File: config.mk
export PLATFORM = sky130hd
export DESIGN_NAME = lc3_bus_demux_3_16
export DESIGN_NICKNAME = d
export VERILOG_FILES = /design/src/rtl/lc3_bus_demux_3_16.sv
export SDC_FILE = /design/constraint.sdc
export NUM_CORES = 1
export LEC_CHECK = 0
export BUFFER_PORTS_ARGS = -buffer_cell sky130_fd_sc_hd__buf_2
export CORE_MARGIN = 3
export CORE_UTILIZATION = 53
export DETAILED_ROUTE_END_ITERATION = 16
export GPL_TIMING_DRIVEN = 0
export PLACE_DENSITY_LB_ADDON = 0.3
export SETUP_SLACK_MARGIN = 0.02
export SKIP_LAST_GASP = 1
export SLEW_MARGIN = 20
export SYNTH_ARGS = -nofsm -noshare
export SYNTH_HDL_FRONTEND = slang
export SYNTH_SLANG_ARGS = --single-unit
File: constraint.sdc
create_clock -name clk -period 4.7 [get_ports clk]
set_clock_uncertainty 0.05 [all_clocks]
set_input_delay 1.175 -clock clk [delete_from_list [all_inputs] [get_ports clk]]
set_output_delay 1.175 -clock clk [all_outputs]
set_load 0.02 [all_outputs]
File: src/rtl/lc3_bus_demux_3_16.sv
// LC-3 bus destination demux: routes one bus word into one of three holding
// registers with valid/ack handshake. Optional NZP flags under LC3_NZP_GEN_EN.
module lc3_bus_demux_3_16 #(
  parameter int WIDTH     = 16,
  parameter int ERR_CNT_W = 8
) (
  input  logic                 clk,
  input  logic                 reset,
  input  logic [WIDTH-1:0]     in_data,
  input  logic [1:0]           in_sel,
  input  logic                 in_valid,
  output logic                 in_ready,
  output logic [WIDTH-1:0]     out_data_0,
  output logic [WIDTH-1:0]     out_data_1,
  output logic [WIDTH-1:0]     out_data_2,
  output logic [2:0]           out_valid,
  input  logic [2:0]           out_ack,
`ifdef LC3_NZP_GEN_EN
  output logic [2:0]           out_nzp_0,
  output logic [2:0]           out_nzp_1,
  output logic [2:0]           out_nzp_2,
`endif
  output logic                 sel_err,
  output logic [ERR_CNT_W-1:0] err_count
);

  localparam logic [1:0] SEL_ILLEGAL = 2'b11;

  logic [WIDTH-1:0] data_q [3];
  logic [2:0]       valid_q;
  logic [2:0]       load;
  logic             xfer;
  logic             illegal_xfer;

  assign out_data_0 = data_q[0];
  assign out_data_1 = data_q[1];
  assign out_data_2 = data_q[2];
  assign out_valid  = valid_q;

  // Illegal selects always drain so a bad producer can never wedge the bus.
  always_comb begin
    in_ready = 1'b1;
    if (in_sel != SEL_ILLEGAL)
      in_ready = ~valid_q[in_sel] | out_ack[in_sel];
  end

  assign xfer         = in_valid & in_ready;
  assign illegal_xfer = xfer & (in_sel == SEL_ILLEGAL);

  always_comb begin
    load = '0;
    for (int unsigned k = 0; k < 3; k++)
      load[k] = xfer & (in_sel == 2'(k));
  end

  // Load takes priority over ack so a destination can take one word per cycle.
  always_ff @(posedge clk or posedge reset) begin
    if (reset) begin
      valid_q <= '0;
      for (int unsigned k = 0; k < 3; k++)
        data_q[k] <= '0;
    end else begin
      for (int unsigned k = 0; k < 3; k++) begin
        if (load[k]) begin
          data_q[k]  <= in_data;
          valid_q[k] <= 1'b1;
        end else if (out_ack[k]) begin
          valid_q[k] <= 1'b0;
        end
      end
    end
  end

  always_ff @(posedge clk or posedge reset) begin
    if (reset) begin
      sel_err   <= 1'b0;
      err_count <= '0;
    end else begin
      sel_err <= illegal_xfer;
      if (illegal_xfer && (err_count != '1))
        err_count <= err_count + 1'b1;
    end
  end

`ifdef LC3_NZP_GEN_EN
  logic [2:0] nzp_q [3];
  logic [2:0] nzp_in;
  logic       nzp_n;
  logic       nzp_z;

  assign nzp_n  = in_data[WIDTH-1];
  assign nzp_z  = (in_data == '0);
  assign nzp_in = {nzp_n, nzp_z, ~nzp_n & ~nzp_z};

  assign out_nzp_0 = nzp_q[0];
  assign out_nzp_1 = nzp_q[1];
  assign out_nzp_2 = nzp_q[2];

  always_ff @(posedge clk or posedge reset) begin
    if (reset) begin
      for (int unsigned k = 0; k < 3; k++)
        nzp_q[k] <= 3'b010;
    end else begin
      for (int unsigned k = 0; k < 3; k++)
        if (load[k])
          nzp_q[k] <= nzp_in;
    end
  end
`endif

endmodule
After elaboration in Yosys (flattened, before gate mapping)
Index checks and enable logic that the tools add are counted.

word-level totals
  flip-flop bits (word level) = 60
  input port bits = 24
  output and inout bits = 61
  logic and storage cells = 38

cells by class
  add/subtract/negate cells = 1
  magnitude comparators = 1
  eq/ne operators = 5
  multiplexer cells = 11
  bitwise gates (word level) = 7
  reduce and logical (&&, ||, !) cells = 5

operator list
  kind                                                 number
  2-to-1 mux 1 bit                                     9
  adder 8 x 1 -> 8 bit, second input constant          1
  inequality test 8 bit, second input constant         1
  nonzero test 2 bit                                   3
  AND 1 bit                                            5
  binary-select mux 1 bit (select 2 bit)               2
  equality test 2 bit, second input constant           2
  < comparator 2 x 3 -> 1 bit, second input constant   1
  equality test 2 x 1 -> 1 bit, second input constant  1
  logical NOT 2 bit                                    1
  inequality test 2 bit, second input constant         1
  logical AND 1 bit                                    1
  NOT 1 bit                                            1
  bitwise OR 1 bit                                     1

Depth between registers and ports, before layout
  depth after elaboration = 8
  gate-level depth with buffers = 5
  depth with buffers taken out = 4

Worst setup path after synthesis
OpenSTA, ideal clock, no wires.

  kind = input -> output
  from = input port in_sel[0]
  to = output port in_ready
  arrival = 1.918 ns
  required time = 3.475 ns
  slack = 1.557 ns
  cell stages on the path = 3
  path buffers = 1
  path through = buf_4 -> mux2i_1 -> o21ai_0

on the way
  word-level cells in the longest chain between the ends = 5
  elaborated cells on any way between the ends = 8
  classes of those cells = eq/ne (1); mux (5); bitwise (2)

ends and longest elaborated chain
  what                                    line  text
  from (decl)                             10    input logic [1:0] in_sel,
  binary-select mux 1 bit (select 2 bit)  44    in_ready = ~valid_q[in_sel] | out_ack[in_sel];
  2-to-1 mux 1 bit (implied by the code)  44
  NOT 1 bit                               44
  bitwise OR 1 bit                        44
  2-to-1 mux 1 bit (*)                    43    if (in_sel != SEL_ILLEGAL)
  to (decl)                               12    output logic in_ready,

Mark *: on every way between the ends. The rest lies on a longest branch, timed or not. The select of a mux whose other input is x is not followed.

Worst setup path in the final report
  from = input port out_ack[0]
  to = output port in_ready

on the way
  word-level cells in the longest chain between the ends = 4

ends and longest elaborated chain
  what                                    line  text
  from (decl)                             17    input logic [2:0] out_ack,
  binary-select mux 1 bit (select 2 bit)  44
  2-to-1 mux 1 bit (implied by the code)  44
  bitwise OR 1 bit                        44
  2-to-1 mux 1 bit                        43

No other way between the ends. The select of a mux whose other input is x is not followed.

==> out/qor.txt <==
Crit path DAT = 1.86 ns
Avg Inst Size Synth = 15.8 µm²
Die W = 74.9 µm
CP delay by family, top = buffers and inverters
Post-cts resize count = 0
Async S/R FF share, synth = 1.00
Grt met3 use = 0.0574
Met1 Use GR = 0.232
Max Fclk = 325 MHz
Core area = 4470 µm²
Initial Utilization = 0.563
Most common cell on crit path = buf_2
Area contributors post-synth = dfrtp_1 60%, mux2_2 14%, mux2_4 12%
Status = finished, final reports clean
Grt ovf = 0
# Post-CTS Setup Buffers = 0
Slew margin rel. = 0.538
Peak supply drop = 0.295 mV
Final setup fails = 0
Most common cell after layout, fill and taps aside = buf_2
Chip height = 74.9 µm
Mapped Nets = 184
YS warnings = 0
Longest Clk Path Bufs = 2
Largest net degree at the start of global routing = 61
Most frequent cells in the layout = 83 x buf_2, 60 x dfrtp_1, 32 x mux2_2, 20 x mux2_4, 12 x clkbuf_8
Post-synth top area cell = dfrtp_1
IO Pins = 85
Post-synth design cell area = 2520 µm²
Worst hold-check path type = flip-flop to flip-flop
Area Growth Syn to Fin = 26.4%
Pwr Density = 501 nW/µm²
Clock Latency Late Sink = 0.32 ns
Vias post-DR = 1611
Hold buffers post-CTS = 0
Max_cap viols = 0
WHS = 0.450 ns
#FFs+latches synth = 60
CTS Buf Count = 9
Antenna violations before repair = 0
Crit share post-route = 0.656
Avg WL per Cell = 15.4 µm
Placed cells = 294
Post-DRT Antenna Nets = 0
Vias in the first global route = 1569
Root Driver = clkbuf_8
Post-layout nets = 278
CP Cell Sequence = buf_2 > nand2b_1 > mux2i_1 > o21ai_0 > buf_2
Top Usage Layer GRT = met2
DP Wirelength = 3460 µm
CP required = 3.47 ns
Number of iterations in the first detailed-routing pass = 4
Global-route wire length before repair = 7620 µm
Crit path depth = 5
Final hold vios = 0
Post-Syn Instances = 159
Final worst path period need = 3.08 ns
Slew Viols, Final = 0
Met2 global-route usage = 0.282
Leak pwr = 1.60 nW
Total Routed Length = 4780 µm
Library cells used by synthesis = 25
WS Path Type = input port to primary output
ANT cells = 0
CP Buf/Inv Count = 2
Port-buffer cells = 83
Register area share after synthesis = 0.596
RSZ-0062 raised after global routing = false
Die area = 5620 µm²
GRT Overall Usage = 0.184
Endpoint type of the worst setup path = primary output
Worst Tran Pin Value = 0.693 ns
DRC errors left = 0
Worst reg2reg path depth = 4
Number of flops mapped to enable cells by yosys = 0
H-Tree Depth = 3
CP Launch Type = input port
Via-per-instance ratio = 5.20
Row count = 24
Layout cells sized above 1 = 0.612
Hold Path Stages = 1
Synth top area share = 0.596
Top_reg_cell synth = dfrtp_1
Largest stage delay, worst path = 0.21 ns
CTS tree = done
TNS Setup = 0 ns
Clock-pin transition on the worst setup and hold timing paths = 0.06 ns
Sink Count = 60
Worst path slowest cell = nand2b_1
Crit-path max FO = 3
Post-Layout Cell Count = 310
Reg2reg setup slack = 2.98 ns
Drt initial violations = 117
RePlAce Congestion = 0.737
-- final cells by class --
type                    instances  area (µm²)
clock buffers                  15         176
multi-input cells              91         936
clock inverters                 1        5.00
inverters                       3        13.8
repair buffers                 83         415
flip-flops and latches         60        1500
plain buffers                   5        70.1
well taps                      52        65.1
fillers                       300        1290
-- logic make-up after synthesis --
group,after synthesis,synth area share
AO/OA/AOI/OAI,7,0.0144
flip-flops,60,0.596
adder cells (fa/ha/maj),1,0.00497
XOR/XNOR,2,0.00696
multiplexers,55,0.274
buffers and inverters,8,0.0323
AND/OR/NAND/NOR,26,0.0710
-- layer usage --
metal | routed length [µm] | vias to the layer above
li1 | - | 758
met1 | 2140 | 790
met2 | 2220 | 53
met3 | 313 | 10
met4 | 110 | 0
met5 | 0 | -
-- worst reg2reg max path, cell delays in order, from the launching register on --
cell	delay (ns)
dfrtp_1	0.42
ha_1	0.30
nand4_1	0.14
o21ai_0	0.33
mux2_2	0.38
-- path summary, 6_finish.rpt --
path	from	end
min in group asynchronous	reset	sel_err
worst min register to register	out_data_2[11]	out_data_2[11]
worst min-delay path	out_data_2[11]	out_data_2[11]
worst max-delay path	out_ack[0]	in_ready
worst max register to register	err_count[0]	err_count[1]
max in group asynchronous	reset	out_valid[0]
-- registers in the layout, summed over array words and instances (netlist names) --
signal      count
err_count       8
out_data_0     16
out_data_1     16
out_data_2     16
out_valid       3
sel_err         1
-- metrics by stage --
step	setup WS [ns]	cell area [µm²]	power (mW)	utilization
finish	1.62	3180	1.59	0.711
CTS	1.61	3180	1.61	0.711
global route	1.57	3180	1.68	0.711
floorplan	1.56	2520	1.02	-
detailed placement	1.61	3000	1.19	0.671
global placement	1.31	3000	1.18	0.670
-- synth_stat cells, types with 2 or more instances --
cell type,n
o21ai_0,5
nor4_1,2
nand3_1,2
nand2_1,5
nand2b_1,5
nand4_1,5
dfrtp_1,60
buf_6,2
mux2i_1,3
and3_1,2
inv_1,3
mux2_2,32
mux2_4,20
buf_12,2
-- report_power, final --
group          total, mW  internal (mW)  switching [mW]
sequential         0.708          0.629          0.0788
clock              0.417          0.235           0.182
combinational      0.470          0.206           0.264
total               1.59           1.07           0.525
Power figures use the tool's default switching activity.
